**src/rtl/pipe_reg_nbit.sv**
```systemverilog
// -----------------------------------------------------------------------------
// pipe_reg_nbit
//
// Parametrised multi-stage register pipeline with per-stage valid tracking,
// clock enable (stall) and synchronous flush. It retimes bus address/data/
// control bundles across clock-edge boundaries so that flip-flops do not have
// to be chained by hand.
//
// Each stage holds {valid, data}. When the pipe advances, data and valid shift
// together unconditionally. A bubble (valid = 0) carries its data field along
// with it, so Q always shows the last stage's data, whether or not it is valid.
//
// Parameters
//   busWidth     data bits per stage (>= 1)
//   DEPTH        number of register stages (>= 1, 0 is rejected at elaboration)
//   RESET_VALUE  data value loaded into every stage on reset and on flush
//
// Ports
//   clk        in   1                rising-edge system clock
//   reset_n    in   1                asynchronous active-low reset
//   en         in   1                advance enable, 0 = every stage holds
//   flush      in   1                synchronous clear of all stages (beats en)
//   D          in   busWidth         input data
//   D_valid    in   1                input data qualifier
//   Q          out  busWidth         data of the last stage
//   Q_valid    out  1                valid of the last stage
//   occupancy  out  clog2(DEPTH+1)   number of stages holding valid data
//
// Build option
//   PIPE_OCCUPANCY_EN  when defined, the occupancy port and its counter are
//                      present. When undefined, both are absent and all other
//                      behaviour is the same.
//
// Priority at each rising edge: reset_n low > flush > en > hold.
// -----------------------------------------------------------------------------
module pipe_reg_nbit #(
    parameter int unsigned          busWidth    = 8,
    parameter int unsigned          DEPTH       = 2,
    parameter logic [busWidth-1:0]  RESET_VALUE = '0
) (
    input  logic                    clk,
    input  logic                    reset_n,
    input  logic                    en,
    input  logic                    flush,
    input  logic [busWidth-1:0]     D,
    input  logic                    D_valid,
    output logic [busWidth-1:0]     Q,
    output logic                    Q_valid
`ifdef PIPE_OCCUPANCY_EN
    ,
    output logic [$clog2(DEPTH+1)-1:0] occupancy
`endif
);

    // A zero-depth pipe has no last stage to drive Q from.
    if (DEPTH < 1) begin : g_depth_check
        $error("pipe_reg_nbit: DEPTH must be at least 1");
    end

    // -------------------------------------------------------------------------
    // Stage storage. Index 0 is the entry stage, index DEPTH-1 drives Q.
    // -------------------------------------------------------------------------
    logic [busWidth-1:0] stage_data [DEPTH];
    logic [DEPTH-1:0]    stage_valid;

    always_ff @(posedge clk or negedge reset_n) begin
        if (!reset_n) begin
            for (int i = 0; i < DEPTH; i++) begin
                stage_data[i] <= RESET_VALUE;
            end
            stage_valid <= '0;
        end else if (flush) begin
            // Flush discards whatever is on D this cycle as well.
            for (int i = 0; i < DEPTH; i++) begin
                stage_data[i] <= RESET_VALUE;
            end
            stage_valid <= '0;
        end else if (en) begin
            stage_data[0]  <= D;
            stage_valid[0] <= D_valid;
            // When DEPTH = 1 this loop is empty and the block is a single
            // enabled register with valid.
            for (int i = 1; i < DEPTH; i++) begin
                stage_data[i]  <= stage_data[i-1];
                stage_valid[i] <= stage_valid[i-1];
            end
        end
    end

    // Outputs come straight from the last stage flops; no input reaches them
    // combinationally.
    assign Q       = stage_data[DEPTH-1];
    assign Q_valid = stage_valid[DEPTH-1];

`ifdef PIPE_OCCUPANCY_EN
    // -------------------------------------------------------------------------
    // Occupancy counter. It tracks the popcount of stage_valid by adding what
    // enters and subtracting what leaves on each advance. The counter stays
    // in 0..DEPTH by construction: it can only increment when the last stage
    // is empty, so at least one stage is free.
    // -------------------------------------------------------------------------
    localparam int unsigned OCC_W = $clog2(DEPTH + 1);

    logic [OCC_W-1:0] occ_q;
    logic [OCC_W-1:0] occ_next;

    always_comb begin
        occ_next = occ_q;
        if (D_valid && !stage_valid[DEPTH-1]) begin
            occ_next = occ_q + OCC_W'(1);
        end else if (!D_valid && stage_valid[DEPTH-1]) begin
            occ_next = occ_q - OCC_W'(1);
        end
    end

    always_ff @(posedge clk or negedge reset_n) begin
        if (!reset_n) begin
            occ_q <= '0;
        end else if (flush) begin
            occ_q <= '0;
        end else if (en) begin
            occ_q <= occ_next;
        end
    end

    assign occupancy = occ_q;
`endif

endmodule
```
**config.mk**
```make
export PLATFORM = sky130hd
export DESIGN_NAME = pipe_reg_nbit
export DESIGN_NICKNAME = d
export VERILOG_FILES = /design/src/rtl/pipe_reg_nbit.sv
export SDC_FILE = /design/constraint.sdc
export NUM_CORES = 1
export LEC_CHECK = 0
export ABC_AREA = 0
export CAP_MARGIN = 20
export CORE_MARGIN = 4
export CORE_UTILIZATION = 43
export CTS_CLUSTER_SIZE = 40
export DETAILED_ROUTE_END_ITERATION = 8
export HOLD_SLACK_MARGIN = 0.1
export PLACE_DENSITY = 0.73
export SYNTH_ARGS = -nofsm -noshare
export SYNTH_HDL_FRONTEND = slang
export SYNTH_SLANG_ARGS = --single-unit
```
**constraint.sdc**
```tcl
create_clock -name clk -period 0.8 [get_ports clk]
set_input_delay 0.16 -clock clk [delete_from_list [all_inputs] [get_ports clk]]
set_output_delay 0.16 -clock clk [all_outputs]
set_load 0.05 [all_outputs]
```
# == Yosys cells after proc, flatten, opt, wreduce, memory -nomap -nowiden ==
# Cells that the tools add are included.
# totals
elab_cells,8
out_inout_bits,9
regBits,18
inputBits,13
# classes
n_reduce_logical,1
n_mux,4
# ops
operator,count
16-bit 2-to-1 mux,2
2-bit 2-to-1 mux,2
2-bit nonzero test,1

# == Depth between registers and ports, before layout ==
# Gate-level depths: netlist (run 1).
# depth
ltp_word,2
ltp_mapped,4
ltp_nobuf,2

# == Worst setup path before layout (run 1) ==
# OpenSTA, ideal clock, no wires.
# synth_path
kind,reg-to-reg
start,register stage_valid[1] (netlist name)
end,register stage_valid[1]
stages_incl_launch_ff,3
arrival_time_ps,776
setup_slack_ps,-97
required_ps,679
cell_sequence,dfrtp_1 > mux2i_1 > nor2_1
# synth_lines
element,line,text
end signal: indexed assignment,85,stage_valid[i] <= stage_valid[i-1];
end: declaration,64,logic [DEPTH-1:0] stage_valid;

# == Final worst setup path (run 1) ==
# layout_path
start,register stage_valid[1]
end,output Q_valid
# layout_lines
element,line,text
end: declaration,48,output logic Q_valid
# No word-level cell between the ends.

==> metrics.md, run 1 <==
| Metric | Value |
|---|---|
| Startpoint types | flip-flop |
| Antenna cells | 0 |
| Via count | a little under 500 |
| Die extent in x | just over 50 um |
| IO Port Bufs | 21 |
| RR Endpoint | Q[2] |
| Layout fillers | 137 |
| #FFs+latches synth | 18 |
| Core ar. | 1750 sq um |
| Setup-failing EPs final | 10 |
| Row count | 15 |
| Post-Syn Area | 800 sq um |
| Seq/Total Area, Yosys | 56.3% |
| Area occupied by multi-input gates | roughly 250 sq um |
| Status | complete, but fails checks |
| Critical Path End Type | output pin |
| Layout area overhead | 45.9% |
| Setup WS post-layout | -233 ps |
| Critical path buffer and inverter count | 1 |
| Power Total | 1.87 mW |
| Pin count of the biggest net entering global routing | 19 |
| Share of layout cells above drive strength 1 | 23.8% |
| Worst Skew | 6.46 ps |
| CP peak stage delay | 440 ps |
| Crit share post-route | 129% |
| Syn avg cell area | between 10 and 15 sq um |
| Final HPWL DP | approximately 960 um |
| Pleak | 0.574 nW |
| Reg-to-reg startpoint | Q[2] |
| ANT nets after route | 0 |
| CTS tree | built |
| TritonRoute pass-1 iters | 4 |
| DR DRC count | 0 |
| Critical path fanouts, max | 2 |
| R2R depth | 3 |
| GP Congestion | 0.676 |
| Number of global-route vias before repair | 488 |
| Highest Clock Rate | 969 MHz |
| Root buf cell | clkbuf_4 |
| Nets | 98 |
| Relative slew slack | 90.4% |
| Peak supply drop | 0.00133 V |
| DR iter-0 viols | 3 |
| Crit Path Category | flip-flop to output pin |
| WHS | between 200 and 250 ps |
| Number of CTS-inserted buffers | 3 |
| Tightest Pin Transition | 140 ps |
| H-tree level count | 1 |
| Grt ovf | 0 |
| Reg2reg setup slack | -20 ps |
| Crit-path cells | buf_12 |
| Synth Warn # | 0 |
| Crit path max-delay family | flip-flops |
| Slew Viols, Final | 0 |
| Die H | approximately 50 um |
| Initial antenna violation count | 0 |
| Final core occ | about 67% |
| Worst skew pair latency | around 280 ps |
| CTS Buffer Depth | 2 |
| RSZ-0062 raised after global routing | true |
| Tot GR Track Use | 11.9% |
| Post-synth cell types | 8 |
| Area of the die | 2610 sq um |
| Pwr per Cell Area | 1600 nW/um^2 |
| Drt via density | between 4 and 5 |
| Minimum clock period | 1030 ps |
| Synth Net Count | 79 |
| Sink Count | 18 |
| Post-Route WL | 1.36 mm |
| Top-Level Pins | 22 |
| Yosys top cell area share | 56.3% |
| Initial core utilization | 45.8% |
| Max-cap violation count | 0 |
| Area leader, netlist | dfrtp_1 |
| Min-Delay Path Class | input pin to asynchronous set/reset pin |
| WP depth | 1 |
| DR WL/cell | approximately 12 um |
| Arr. time, crit path | 870 ps |
| Clock slew at the register clock pins of the worst setup and hold paths | roughly 100 ps |
| First-pass GRT wire length | 2.30 mm |
| Final hold violation count | 0 |
| Max stage delay cell, worst path | dfrtp_2 |
| Gate Count Post-Synth | 66 |
| WP data required | 640 ps |
| Storage cell area | 452 sq um |
| CP endpoint | Q_valid |
| Violated checks | negative setup slack |
| Worst Setup SP | stage_valid[1] |
| Top cells by area, synth | dfrtp_1 56%, mux2i_1 23%, nor2_1 8.5% |
## layout by cell type (no fill, tap or decap), drive strengths merged
cell type	Yosys	layout
bufbuf	0	1
clkbuf	1	5
nor2	18	18
clkdlybuf4s50	0	11
dfrtp	18	18
mux2i	18	18
buf	11	13
## how the worst min path moves through the flow
stage | endpoint | cells past startpoint
after global routing | Q[2] | 2
final | stage_data[13] | 2
after global placement | Q[6] | 2
after floorplan | Q[0] | 0
after CTS | stage_data[14] | 2
after detailed placement | Q[6] | 2
## metrics by stage
| stage | worst slack [ps] | instance area [sq um] | setup TNS (ps) | cells |
|---|---|---|---|---|
| 6_report | -233 | 1170 | -2030 | 109 |
| 5_1_grt | -281 | 1170 | -2490 | 109 |
| 4_1_cts | -244 | 1170 | -2110 | 109 |
| 3_5_place_dp | -459 | 1090 | -7800 | 103 |
| 3_3_place_gp | -424 | 1090 | -7440 | 103 |
| 2_1_floorplan | -9.01 | 801 | -9.01 | 66 |
## registers in the layout (all words and copies together), names as in the netlist
signal,count
Q,8
stage_valid,2
stage_data,8
## synthesized netlist by cell type
cell	instances
dfrtp_1	18
mux2i_1	18
nor2_1	18
buf_4	8
buf_12	1
buf_2	1
buf_6	1
clkbuf_2	1
## report_power, final
part / leakage, nW / switching [mW] / internal, mW / total (mW)
sequential: 0.242 / 0.0298 / 0.950 / 0.980
combinational: 0.311 / 0.150 / 0.203 / 0.353
clock: 0.0210 / 0.260 / 0.276 / 0.536
total: 0.574 / 0.440 / 1.43 / 1.87
## cell families (layout without fill, tap and decap cells)
logic type,count (synthesis),in the layout,synth area share [%]
mux,18,18,22.5
simple gates,18,18,8.45
flops,18,18,56.3
buf+inv,12,30,12.7
## layer usage
layer / GRT usage [%] / part of all wire (%) / routed length [um] / up-vias
li1: - / - / - / 243
met1: 15.6 / 45 / 607 / 237
met2: 19.3 / 51 / 689 / 11
met3: 2.04 / 2.9 / 40 / 2
met4: 5.38 / 1.6 / 22 / 0
met5: 0 / 0 / 0 / -
## final cells by class
class	count	area share, %
repair buffers	26	34.2
clock buffers	4	3.11
well taps	25	2.68
multi-input cells	36	21.2
flip-flops and latches	18	38.7
## repair_timing
action | CTS | global route
gates resized for setup | 1 | 3
endpoints found under the setup margin | 27 | 17
buffers inserted | 1 | 0
cloned | 1 | 0
hold endpoints to repair | 0 | 0
pin swaps | 0 | 1
hold buffers | 0 | 0
(Power assumes the default switching activity.)
==> run 2, diff against run 1 <==
--- a/config.mk
+++ b/config.mk
@@ -8,11 +8,13 @@
 export ABC_AREA = 0
 export CAP_MARGIN = 20
 export CORE_MARGIN = 4
-export CORE_UTILIZATION = 43
+export CORE_UTILIZATION = 56
 export CTS_CLUSTER_SIZE = 40
 export DETAILED_ROUTE_END_ITERATION = 8
+export DONT_BUFFER_PORTS = 1
 export HOLD_SLACK_MARGIN = 0.1
-export PLACE_DENSITY = 0.73
+export PLACE_DENSITY = 0.71
+export SLEW_MARGIN = 40
 export SYNTH_ARGS = -nofsm -noshare
 export SYNTH_HDL_FRONTEND = slang
 export SYNTH_SLANG_ARGS = --single-unit
==> run 2 against run 1 <==
  * The flow finishes with violations (negative hold slack, negative setup slack)
  * Final cell count is 20% lower
  * Worst hold slack lost 290 ps
  * Non-clock buffer count down 12
  * Cell area shrank 16%
  * Utilization up 7.7 points
  * Via count shrank 5.1%
  * Global-route usage up 4.1 points
  * Clock skew down 1.7 ps
  * Die area decreased by 20%
  * Largest cell class unchanged
  * Largest power group unchanged
  * Highest routed layer unchanged
==> metrics.md, run 2 (synthesis gave the netlist of run 1 again) <==
| Metric | Value |
|---|---|
| Status | complete, but fails checks |
| Violated checks | negative hold slack, negative setup slack |
| Commonest non-fill, non-tap cell in the layout | nor2_1 |
| Crit path max-delay family | flip-flops |
| Psw | 0.397 mW (-9.7%) |
| Arr. time, crit path | 880 ps (about the same) |
| Layout fillers | 96 (-30%) |
| Root buf cell | clkbuf_4 |
| Drt via density | 5.38 (+19%) |
| Most frequent cells in the layout | 18 x nor2_1, 17 x dfrtp_1, 17 x mux2i_1 |
| Area of the die | 2100 sq um (-20%) |
| Worst Setup SP | Q[2] |
| Nets | 86 (-12%) |
| Share of layout cells above drive strength 1 | 25.0% (+1.2 points) |
| Die H | 45.8 um (-10%) |
| WP depth | 1 (unchanged) |
| Die extent in x | 45.8 um (-10%) |
| Tightest Pin Transition | 382 ps (+242 ps) |
| Critical Path End Type | output pin |
| Place WS | 59.5 ps (+518 ps) |
| Setup-failing EPs final | 12 (+2) |
| Post-Route WL | 1.36 mm (-0.22%) |
| Critical path fanouts, max | 2 (unchanged) |
| HP Start | flush |
| WHS Path Cells | 1 |
| Min-Delay Path Class | input pin to flip-flop |
| Via count | 468 (-5.1%) |
| Clock slew at the register clock pins of the worst setup and hold paths | 90 ps (about the same) |
| DR iter-0 viols | 5 (+2) |
| Max-cap violation count | 0 (unchanged) |
| Cell internal pwr | 1.27 mW (-11%) |
| Max stage delay cell, worst path | dfrtp_1 |
| R2R depth | 3 (unchanged) |
| Core ar. | 1320 sq um (-25%) |
| Placed cell areas | 898 sq um (-18%) |
| Antenna cells | 0 (unchanged) |
| Clk pwr share | 27.1% (-1.6 points) |
| Crit-path cells | buf_12 |
| Setup WS post-layout | -243 ps (-10.5 ps) |
| Pwr per Cell Area | 1690 nW/um^2 (+5.7%) |
| Post-route design area | 982 sq um (-16%) |
| Slew Viols, Final | 0 (unchanged) |
| Highest Clock Rate | 959 MHz (-1.0%) |
| Layout area overhead | 22.8% |
| Pleak | 0.491 nW (-14%) |
| Placed Cells | 78 (-24%) |
| Minimum clock period | 1040 ps (+10.5 ps) |
| Relative slew slack | 74.5% (-16 points) |
| H-tree level count | 1 (unchanged) |
| Startpoint types | flip-flop |
| DR DRC count | 0 (unchanged) |
| WHS | -80.4 ps (-285 ps) |
| Worst skew pair latency | 290 ps (about the same) |
| Crit share post-route | 130% (+1.3 points) |
| Row count | 13 (-2) |
| Post-Layout Cell Count | 87 (-20%) |
| CP peak stage delay | 430 ps (about the same) |
| Critical path buffer and inverter count | 1 (unchanged) |
| Final HPWL DP | 935 um (-2.1%) |
| Initial antenna violation count | 0 (unchanged) |
| Worst Skew | 4.76 ps (-1.70 ps) |
| Switch share | 23.9% (+0.35 points) |
| Comb pwr share | 13.8% (-5.1 points) |
| Peak supply drop | 0.00142 V (+7.1%) |
| CTS Buffer Depth | 2 (unchanged) |
| Reg-to-reg startpoint | Q[1] |
| CTS tree | built |
| TritonRoute pass-1 iters | 4 (unchanged) |
| GP Congestion | 0.652 (-3.6%) |
| WP data required | 640 ps (about the same) |
| Power Total | 1.66 mW (-11%) |
| Sink Count | 18 (unchanged) |
| Sequential share of power | 59.0% (+6.6 points) |
| Grt ovf | 0 (unchanged) |
| Number of global-route vias before repair | 504 (+3.3%) |
| ANT nets after route | 0 (unchanged) |
| Top-Level Pins | 22 (unchanged) |
| IO Port Bufs | 0 (-100%) |
| Pin count of the biggest net entering global routing | 19 (unchanged) |
| RSZ-0062 raised after global routing | true |
| Initial core utilization | 60.7% (+15 points) |
| DR WL/cell | 15.6 um (+25%) |
| Final hold violation count | 18 (+18) |
| Tot GR Track Use | 16.0% (+4.1 points) |
| Number of CTS-inserted buffers | 3 (unchanged) |
| First-pass GRT wire length | 2.25 mm (-2.4%) |
| Crit Path Category | flip-flop to output pin |
run 2: final timing paths:
check / end / slack, ps
max: Q[2] / -240
min: Q[7] / -80
max reg2reg: Q[1] / -80
min reg2reg: stage_data[12] / 530
max in group asynchronous: stage_valid[1] / 150
min in group asynchronous: stage_data[13] / 360
run 2: power groups by stage:
stage,clock [mW],combinational (mW),sequential [mW]
after global routing,0.484,0.247,0.989
after global placement,0,0.188,0.996
after detailed placement,0,0.194,0.999
after floorplan,0,0.181,0.989
final,0.452,0.230,0.982
after CTS,0.466,0.222,0.980
run 2: per-stage QoR:
step | util [%] | hold WS [ps] | setup TNS [ps]
5_1_grt | 74.5 | -87.3 | -2560
3_5_place_dp | 68.2 | -135 | 0
4_1_cts | 72.6 | -89.5 | -4140
2_1_floorplan | - | -136 | -9.01
6_report | 74.5 | -80.4 | -2250
3_3_place_gp | 68.2 | -135 | 0
run 2: cell type report:
cell class / count / area, sq um / share of cell area (%)
clock buffers: 4 / 26.3 / 2.68
multi-input cells: 36 / 260 / 26.5
flip-flops and latches: 18 / 452 / 46.0
well taps: 15 / 18.8 / 1.91
repair buffers: 14 / 225 / 22.9
run 2: routing by layer:
layer  part of all wire (%)  up-vias  GRT usage [%]
met4                    2.8        0           11.9
met5                      0        -              0
li1                       -      219              -
met1                     40      227           18.4
met3                    8.1        5           3.95
met2                     49       17           25.6
run 2: timing repair:
action | in CTS | in global routing
gates resized for setup | 0 | 4
hold buffers | 1 | 1
pin swaps | 0 | 1
endpoints found under the hold margin | 36 | 36
gates cloned | 0 | 0
buffers inserted | 3 | 0
setup endpoints to repair | 9 | 13
